File: src/rtl/program_loader_pkg.sv
// Shared SAP-1 definitions: memory geometry defaults, opcode constants
// and the program loader state encoding.
package program_loader_pkg;

    localparam int ADDR_W_DEF = 4;
    localparam int DATA_W_DEF = 8;

    localparam logic [3:0] OP_LDA = 4'h0;
    localparam logic [3:0] OP_ADD = 4'h1;
    localparam logic [3:0] OP_SUB = 4'h2;
    localparam logic [3:0] OP_OUT = 4'hE;
    localparam logic [3:0] OP_HLT = 4'hF;

    typedef enum logic [2:0] {
        S_IDLE,
        S_ACCEPT,
        S_WRITE,
        S_FINISH,
        S_RUN
    } load_state_t;

endpackage

File: src/rtl/program_loader_load_counter.sv
// load_counter: RAM write address and words-written counter.
// Ports: clk, low_clr, clr, step_count, step_addr -> addr, count, at_end.
module load_counter #(
    parameter int ADDR_W = 4
) (
    input  logic              clk,
    input  logic              low_clr,
    input  logic              clr,
    input  logic              step_count,
    input  logic              step_addr,
    output logic [ADDR_W-1:0] addr,
    output logic [ADDR_W:0]   count,
    output logic              at_end
);

    // The address never wraps: the top address ends the load instead
    // of stepping, so count can reach 2^ADDR_W in its extra bit.
    assign at_end = &addr;

    always_ff @(posedge clk or negedge low_clr) begin
        if (!low_clr) begin
            addr  <= '0;
            count <= '0;
        end else if (clr) begin
            addr  <= '0;
            count <= '0;
        end else begin
            if (step_count)
                count <= count + 1'b1;
            if (step_addr)
                addr <= addr + 1'b1;
        end
    end

endmodule

File: src/rtl/program_loader.sv
// program_loader: streams host words into SAP-1 RAM, holding the CPU in
// clear while loading. Ports: clk, low_clr, start, data_in/valid/last,
// data_ready, ram_addr, ram_data, low_ram_we, cpu_clr, done, word_count.
module program_loader
    import program_loader_pkg::*;
#(
    parameter int ADDR_W = ADDR_W_DEF,
    parameter int DATA_W = DATA_W_DEF
) (
    input  logic              clk,
    input  logic              low_clr,
    input  logic              start,
    input  logic [DATA_W-1:0] data_in,
    input  logic              data_valid,
    input  logic              data_last,
    output logic              data_ready,
    output logic [ADDR_W-1:0] ram_addr,
    output logic [DATA_W-1:0] ram_data,
    output logic              low_ram_we,
    output logic              cpu_clr,
    output logic              done,
    output logic [ADDR_W:0]   word_count
);

    load_state_t       state;
    load_state_t       state_nx;
    logic [DATA_W-1:0] word_q;
    logic              last_q;
    logic              capture;
    logic              clr;
    logic              step_count;
    logic              step_addr;
    logic              at_end;

    load_counter #(
        .ADDR_W(ADDR_W)
    ) u_cnt (
        .clk       (clk),
        .low_clr   (low_clr),
        .clr       (clr),
        .step_count(step_count),
        .step_addr (step_addr),
        .addr      (ram_addr),
        .count     (word_count),
        .at_end    (at_end)
    );

    always_ff @(posedge clk or negedge low_clr) begin
        if (!low_clr)
            state <= S_IDLE;
        else
            state <= state_nx;
    end

    always_ff @(posedge clk or negedge low_clr) begin
        if (!low_clr) begin
            word_q <= '0;
            last_q <= 1'b0;
        end else if (capture) begin
            word_q <= data_in;
            last_q <= data_last;
        end
    end

    always_comb begin
        state_nx   = state;
        capture    = 1'b0;
        clr        = 1'b0;
        step_count = 1'b0;
        step_addr  = 1'b0;
        unique case (state)
            S_IDLE, S_RUN: begin
                if (start) begin
                    clr      = 1'b1;
                    state_nx = S_ACCEPT;
                end
            end
            S_ACCEPT: begin
                if (data_valid) begin
                    capture  = 1'b1;
                    state_nx = S_WRITE;
                end
            end
            S_WRITE: begin
                step_count = 1'b1;
                if (last_q || at_end) begin
                    state_nx = S_FINISH;
                end else begin
                    step_addr = 1'b1;
                    state_nx  = S_ACCEPT;
                end
            end
            S_FINISH: state_nx = S_RUN;
            default:  state_nx = S_IDLE;
        endcase
    end

    // Strobes decode straight from the state register, so reset
    // releases the write strobe without waiting for a clock.
    assign ram_data   = word_q;
    assign data_ready = (state == S_ACCEPT);
    assign low_ram_we = (state != S_WRITE);
    assign cpu_clr    = (state != S_RUN);
    assign done       = (state == S_FINISH);

endmodule

File: config.mk
export PLATFORM = sky130hd
export DESIGN_NAME = program_loader
export DESIGN_NICKNAME = d
export VERILOG_FILES = /design/src/rtl/program_loader_pkg.sv /design/src/rtl/program_loader_load_counter.sv /design/src/rtl/program_loader.sv
export SDC_FILE = /design/constraint.sdc
export NUM_CORES = 1
export LEC_CHECK = 0
export CAP_MARGIN = 0
export CORE_UTILIZATION = 30
export CTS_CLUSTER_SIZE = 30
export DETAILED_ROUTE_END_ITERATION = 16
export SYNTH_ARGS = -nofsm -noshare
export SYNTH_HDL_FRONTEND = slang
export SYNTH_SLANG_ARGS = --single-unit
export TNS_END_PERCENT = 30
File: constraint.sdc
create_clock -name clk -period 3.7 [get_ports clk]
set_input_delay 0.74 -clock clk [delete_from_list [all_inputs] [get_ports clk]]
set_output_delay 0.74 -clock clk [all_outputs]
set_load 0.02 [all_outputs]
After elaboration in Yosys (flattened, before gate mapping):

Index checks and enable logic that the tools add are counted.

* add/subtract/negate cells: 2
* eq/ne operators: 8
* muxes and demuxes: 15
* reductions and logical operators: 7

Operator list (number)
* one-hot mux 3 bit (4 select lines): 1
* 2-to-1 mux 5 bit: 2
* 2-to-1 mux 4 bit: 2
* 2-to-1 mux 1 bit: 7
* == test 3 x 2 -> 1 bit, second input constant: 2
* 2-to-1 mux 3 bit: 2
* adder 5 x 1 -> 5 bit, second input constant: 1
* adder 4 x 1 -> 4 bit, second input constant: 1
* != test 2 bit, second input constant: 2
* AND reduction 4 bit: 1
* nonzero test 2 bit: 2
* == test 3 x 1 -> 1 bit, second input constant: 1
* == test 3 bit, second input constant: 1
* logical NOT 3 bit: 1
* != test 3 x 2 -> 1 bit, second input constant: 1
* != test 3 bit, second input constant: 1
* 2-to-1 mux 2 bit: 1
* AND reduction 2 bit: 1
* OR reduction 2 bit: 1
* logical OR 1 bit: 1

* register bits: 21
* bits of input ports: 13
* output and inout bits: 21
* logic and storage cells: 37

Longest topological paths before layout:

* word-level depth: 6
* mapped depth: 4
* mapped depth without buffers: 4

Hierarchy:

A second synthesis with hierarchy kept.

* cell total of the unflattened synthesis: 80
* area total of the unflattened synthesis: 975.9 sq um

Modules (own cells, without submodules)
* program_loader: instances 1, cells each 40, area an instance 525.5 sq um, seq. area each 300.3 sq um
* load_counter: instances 1, cells each 40, area an instance 450.4 sq um, seq. area each 225.2 sq um

Least setup slack after synthesis:

OpenSTA, ideal clock, no wires.

* path type: register -> register
* start: register state[0]
* end: register last_q
* library setup time: 125 ps
* arrival time: 1746 ps
* data required time: 3575 ps
* slack: 1829 ps
* cell stages (with the launch flop): 5
* path buffers: 1
* period minus slack after synthesis: 1871 ps
* cell sequence: dfrtp_1 -> nor3b_1 -> and2_1 -> buf_6 -> mux2_2

* cells in the longest elaborated chain, start to end: 2

Ends and longest elaborated chain
* start, declared: RTL line program_loader.sv:25 `load_state_t state;`
* start signal, assigned: RTL line program_loader.sv:52 `state <= state_nx;`
* == test 3 x 1 -> 1 bit
* net data_ready: RTL line program_loader.sv:16 `output logic data_ready,`
* 2-to-1 mux 1 bit: RTL line program_loader.sv:71 `unique case (state)`
* end signal, assigned: RTL line program_loader.sv:61 `last_q <= data_last;`
* end, declared: RTL line program_loader.sv:28 `logic last_q;`

The timed path passes the listed nets, and every way through them passes these cells.
A chain may end at the register's enable or synchronous reset.

Worst setup path after layout:

* start: register state[2]
* end: output port low_ram_we

* cells in the longest elaborated chain, start to end: 1

Ends and longest elaborated chain
* != test 3 x 2 -> 1 bit: RTL line program_loader.sv:102 `assign low_ram_we = (state != S_WRITE);`
* end, declared: RTL line program_loader.sv:19 `output logic low_ram_we,`

Every way passes these cells.

==> impl_results.md <==
- Most frequent cells after synthesis: 21 x dfrtp_1, 9 x mux2_2, 6 x nand2_1, 6 x nand3_1, 5 x a21oi_1
- Deepest clock path buffer count: 2
- Final worst setup slack: 1.16 ns
- Nets@finish: 130
- Finished layout cell area: 0.00135 mm2
- Initial antenna violation count: 0
- Slew @ Worst Pin: 0.922 ns
- Distinct cells, synth: 26
- Worst Path Required: 2.96 ns
- Setup TNS: 0 ns
- Leak: 0.557 nW
- Critical path destination: low_ram_we
- P_sw: 0.365 mW
- Post-Synthesis Cells: 79
- Clock slew at reported path FFs: 0.11 ns
- CTS Hold Bufs: 0
- Largest family of logic cells by synthesized area: simple AND/OR/NAND/NOR gates
- Core area: 0.00303 mm2
- DRC viols: 0
- Synth Area in Compound Gates: 6.58%
- Clock Sinks: 21
- Non-Filler Instances: 158
- ANT nets after route: 0
- Adder-cell share of the synthesized area: 2.63%
- Placer Congestion: 0.785
- Worst path slowest cell: clkdlybuf4s50_1
- Via/cell ratio: 4.56
- Logic gate share of total power: 49.6%
- Post-synthesis mux area share: 13.8%
- Final setup violation count: 0
- Final-report hold violation count: 0
- Final worst-path cycle share: 68.6%
- Pwr per Cell Area: 716 mW/mm2
- DIE AREA: 0.00340 mm2
- Vias in the first global route: 686
- Tmin final: 2.54 ns
- DP Worst Slack: 1.50 ns
- Cell count after placement: 154
- # resized after CTS: 0
- Seq/Total Area, Yosys: 55.3%
- Slew Viols, Final: 0
- CP arrival: 1.80 ns
- Reg power frac: 39.2%
- Hold Crit Class: reg2reg
- Synth top area share: 55.3%
- Syn nets: 94
- Grt total ovfl: 0
- Int Pwr: 0.600 mW
- Cell Area, Synth: 951 um2
- Critical path capture point type: primary output
- Final Power: 0.966 mW
- Setup slack, reg-to-reg: 1.94 ns
- Fmax: 394 MHz
- First-pass GRT wire length: 3150 um
- CTS tree: yes
- Initial DRC count: 7
- Critical Path Source: state[2]
- Critical R2R Launch: state[0]
- DP HPWL: 1420 um
- Placed cell area: 0.00132 mm2
- Sw Ratio: 37.8%
- Per-cell routed wire length: 11.7 um
- GRT Util Overall: 12.3%
- Via count: 721
- Largest net degree at the start of global routing: 22
- Starting Density: 31.4%
- Inserted Clock Buffers: 3
- Unrepaired setup endpoints after global routing: false
- Synth Area in XOR/XNOR: 1.84%
- Skew final: 0.00383 ns
- Area grow syn2layout: 41.8%
- Fin util: 44.5%
- Synth async-reset ratio: 100%
- Buffers inserted by post-CTS timing repair: 0
- Post-synth top flop: dfrtp_1
- Share of post-route cells with drive strength above 1: 14.9%
- Most frequent cell after synthesis: dfrtp_1
- Peak VDD IR: 281 uV
- R2R Path End: ram_data[6]
- Worst skew pair latency: 0.30 ns
- Critical path type: reg2out
- Area used by multi-input combinational logic: 407 um2
- H-Tree Level Count: 1
- Syn_area_per_cell: 12.0 um2
- Status: finished, final reports clean
- IO Port Bufs: 33
- Final WL: 1850 um
- IO Count: 34
- Number of synthesized flops with an enable pin: 0
- Clock share of power: 11.2%
- Cell Rows: 20
- CP cell instances: nor3b_4, inv_2, clkdlybuf4s50_1
- CP max FO: 9
- Die width: 58.3 um
- Die height: 58.3 um
- R2R cell count: 3
- Slew HR: 38.3%
- Worst hold slack: 0.487 ns
- Biggest area consumer among synthesized cells: dfrtp_1
- CP max stage delay: 0.56 ns
- TritonRoute pass-1 iters: 4
- CP Launch Type: flop
- Post-Synth Simple-Gate Area: 17.9%
- Ranking of synthesized cells by area: dfrtp_1 55%, mux2_2 11%, mux2i_1 3.2%
- FF/Latch Area: 526 um2
- Clock root buffer master: clkbuf_4
- Yosys warns: 0
- Register bit count reported by yosys: 21
- Ant diodes: 0
- Fill cells: 291
- Max-cap check violation count: 0
-- flip-flops by register name, indices dropped and copies added, names as in the netlist --
name	cells
ram_data	8
u_cnt.count	5
u_cnt.addr	4
state	3
last_q	1
-- critical path: cells and delay by family, from the launching register on --
kind	cells	cell delay (ns)
and+or+nand+nor	1	0.34
DFF	1	0.47
buffers and inverters	2	0.70
-- cells in the final DEF (no fill, tap or decap), types with 3 or more instances in the layout --
master and n:
a21oi_1 5, clkbuf_4 3, clkdlybuf4s50_1 33, dfrtp_1 21
mux2_2 9, mux2i_1 3, nand2_1 6, nand3_1 6
nor2_1 3, o21ai_0 3
-- logic make-up (layout without fill, tap and decap cells) --
logic type / count (synthesis) / in the layout
AO/OA/AOI/OAI: 11 / 11
XOR/XNOR: 2 / 2
AND/OR/NAND/NOR: 28 / 28
buffers and inverters: 3 / 38
adder cells (fa/ha/maj): 2 / 2
flip-flops: 21 / 21
multiplexers: 12 / 12
-- layer usage --
metal	GRT usage [%]	part of all wire (%)
met1	17.0	49
met2	19.2	48
met3	1.54	2.5
met4	6.12	0
met5	0	0
-- power groups by stage --
| stage | Combinational (mW) | Clock (mW) | Sequential, mW |
|---|---|---|---|
| after floorplan | 0.215 | 0 | 0.448 |
| after global placement | 0.480 | 0 | 0.378 |
| after detailed placement | 0.482 | 0 | 0.386 |
| after CTS | 0.485 | 0.115 | 0.380 |
| after global routing | 0.516 | 0.125 | 0.393 |
| final | 0.479 | 0.108 | 0.379 |
-- how the worst min path moves through the flow --
| stage | from | endpoint | slack, ns | depth (start not counted) |
|---|---|---|---|---|
| 6_report | u_cnt.count[4] | u_cnt.count[4] | 0.49 | 1 |
| 5_1_grt | u_cnt.count[4] | u_cnt.count[4] | 0.52 | 1 |
| 4_1_cts | u_cnt.count[4] | u_cnt.count[4] | 0.50 | 1 |
| 3_5_place_dp | u_cnt.count[4] | u_cnt.count[4] | 0.48 | 1 |
| 3_3_place_gp | u_cnt.count[4] | u_cnt.count[4] | 0.46 | 1 |
| 2_1_floorplan | low_clr | last_q | 0.44 | 0 |
-- layout make-up --
| class | count | share of cell area, % |
|---|---|---|
| sequential | 21 | 39.0 |
| clock inverter | 1 | 0.371 |
| inverter | 1 | 0.278 |
| multi-input combinational | 55 | 30.1 |
| clock buffer | 3 | 1.67 |
| tap | 44 | 4.08 |
| timing repair buffer | 33 | 24.5 |
Note: power is estimated with default switching activity, not from simulation.
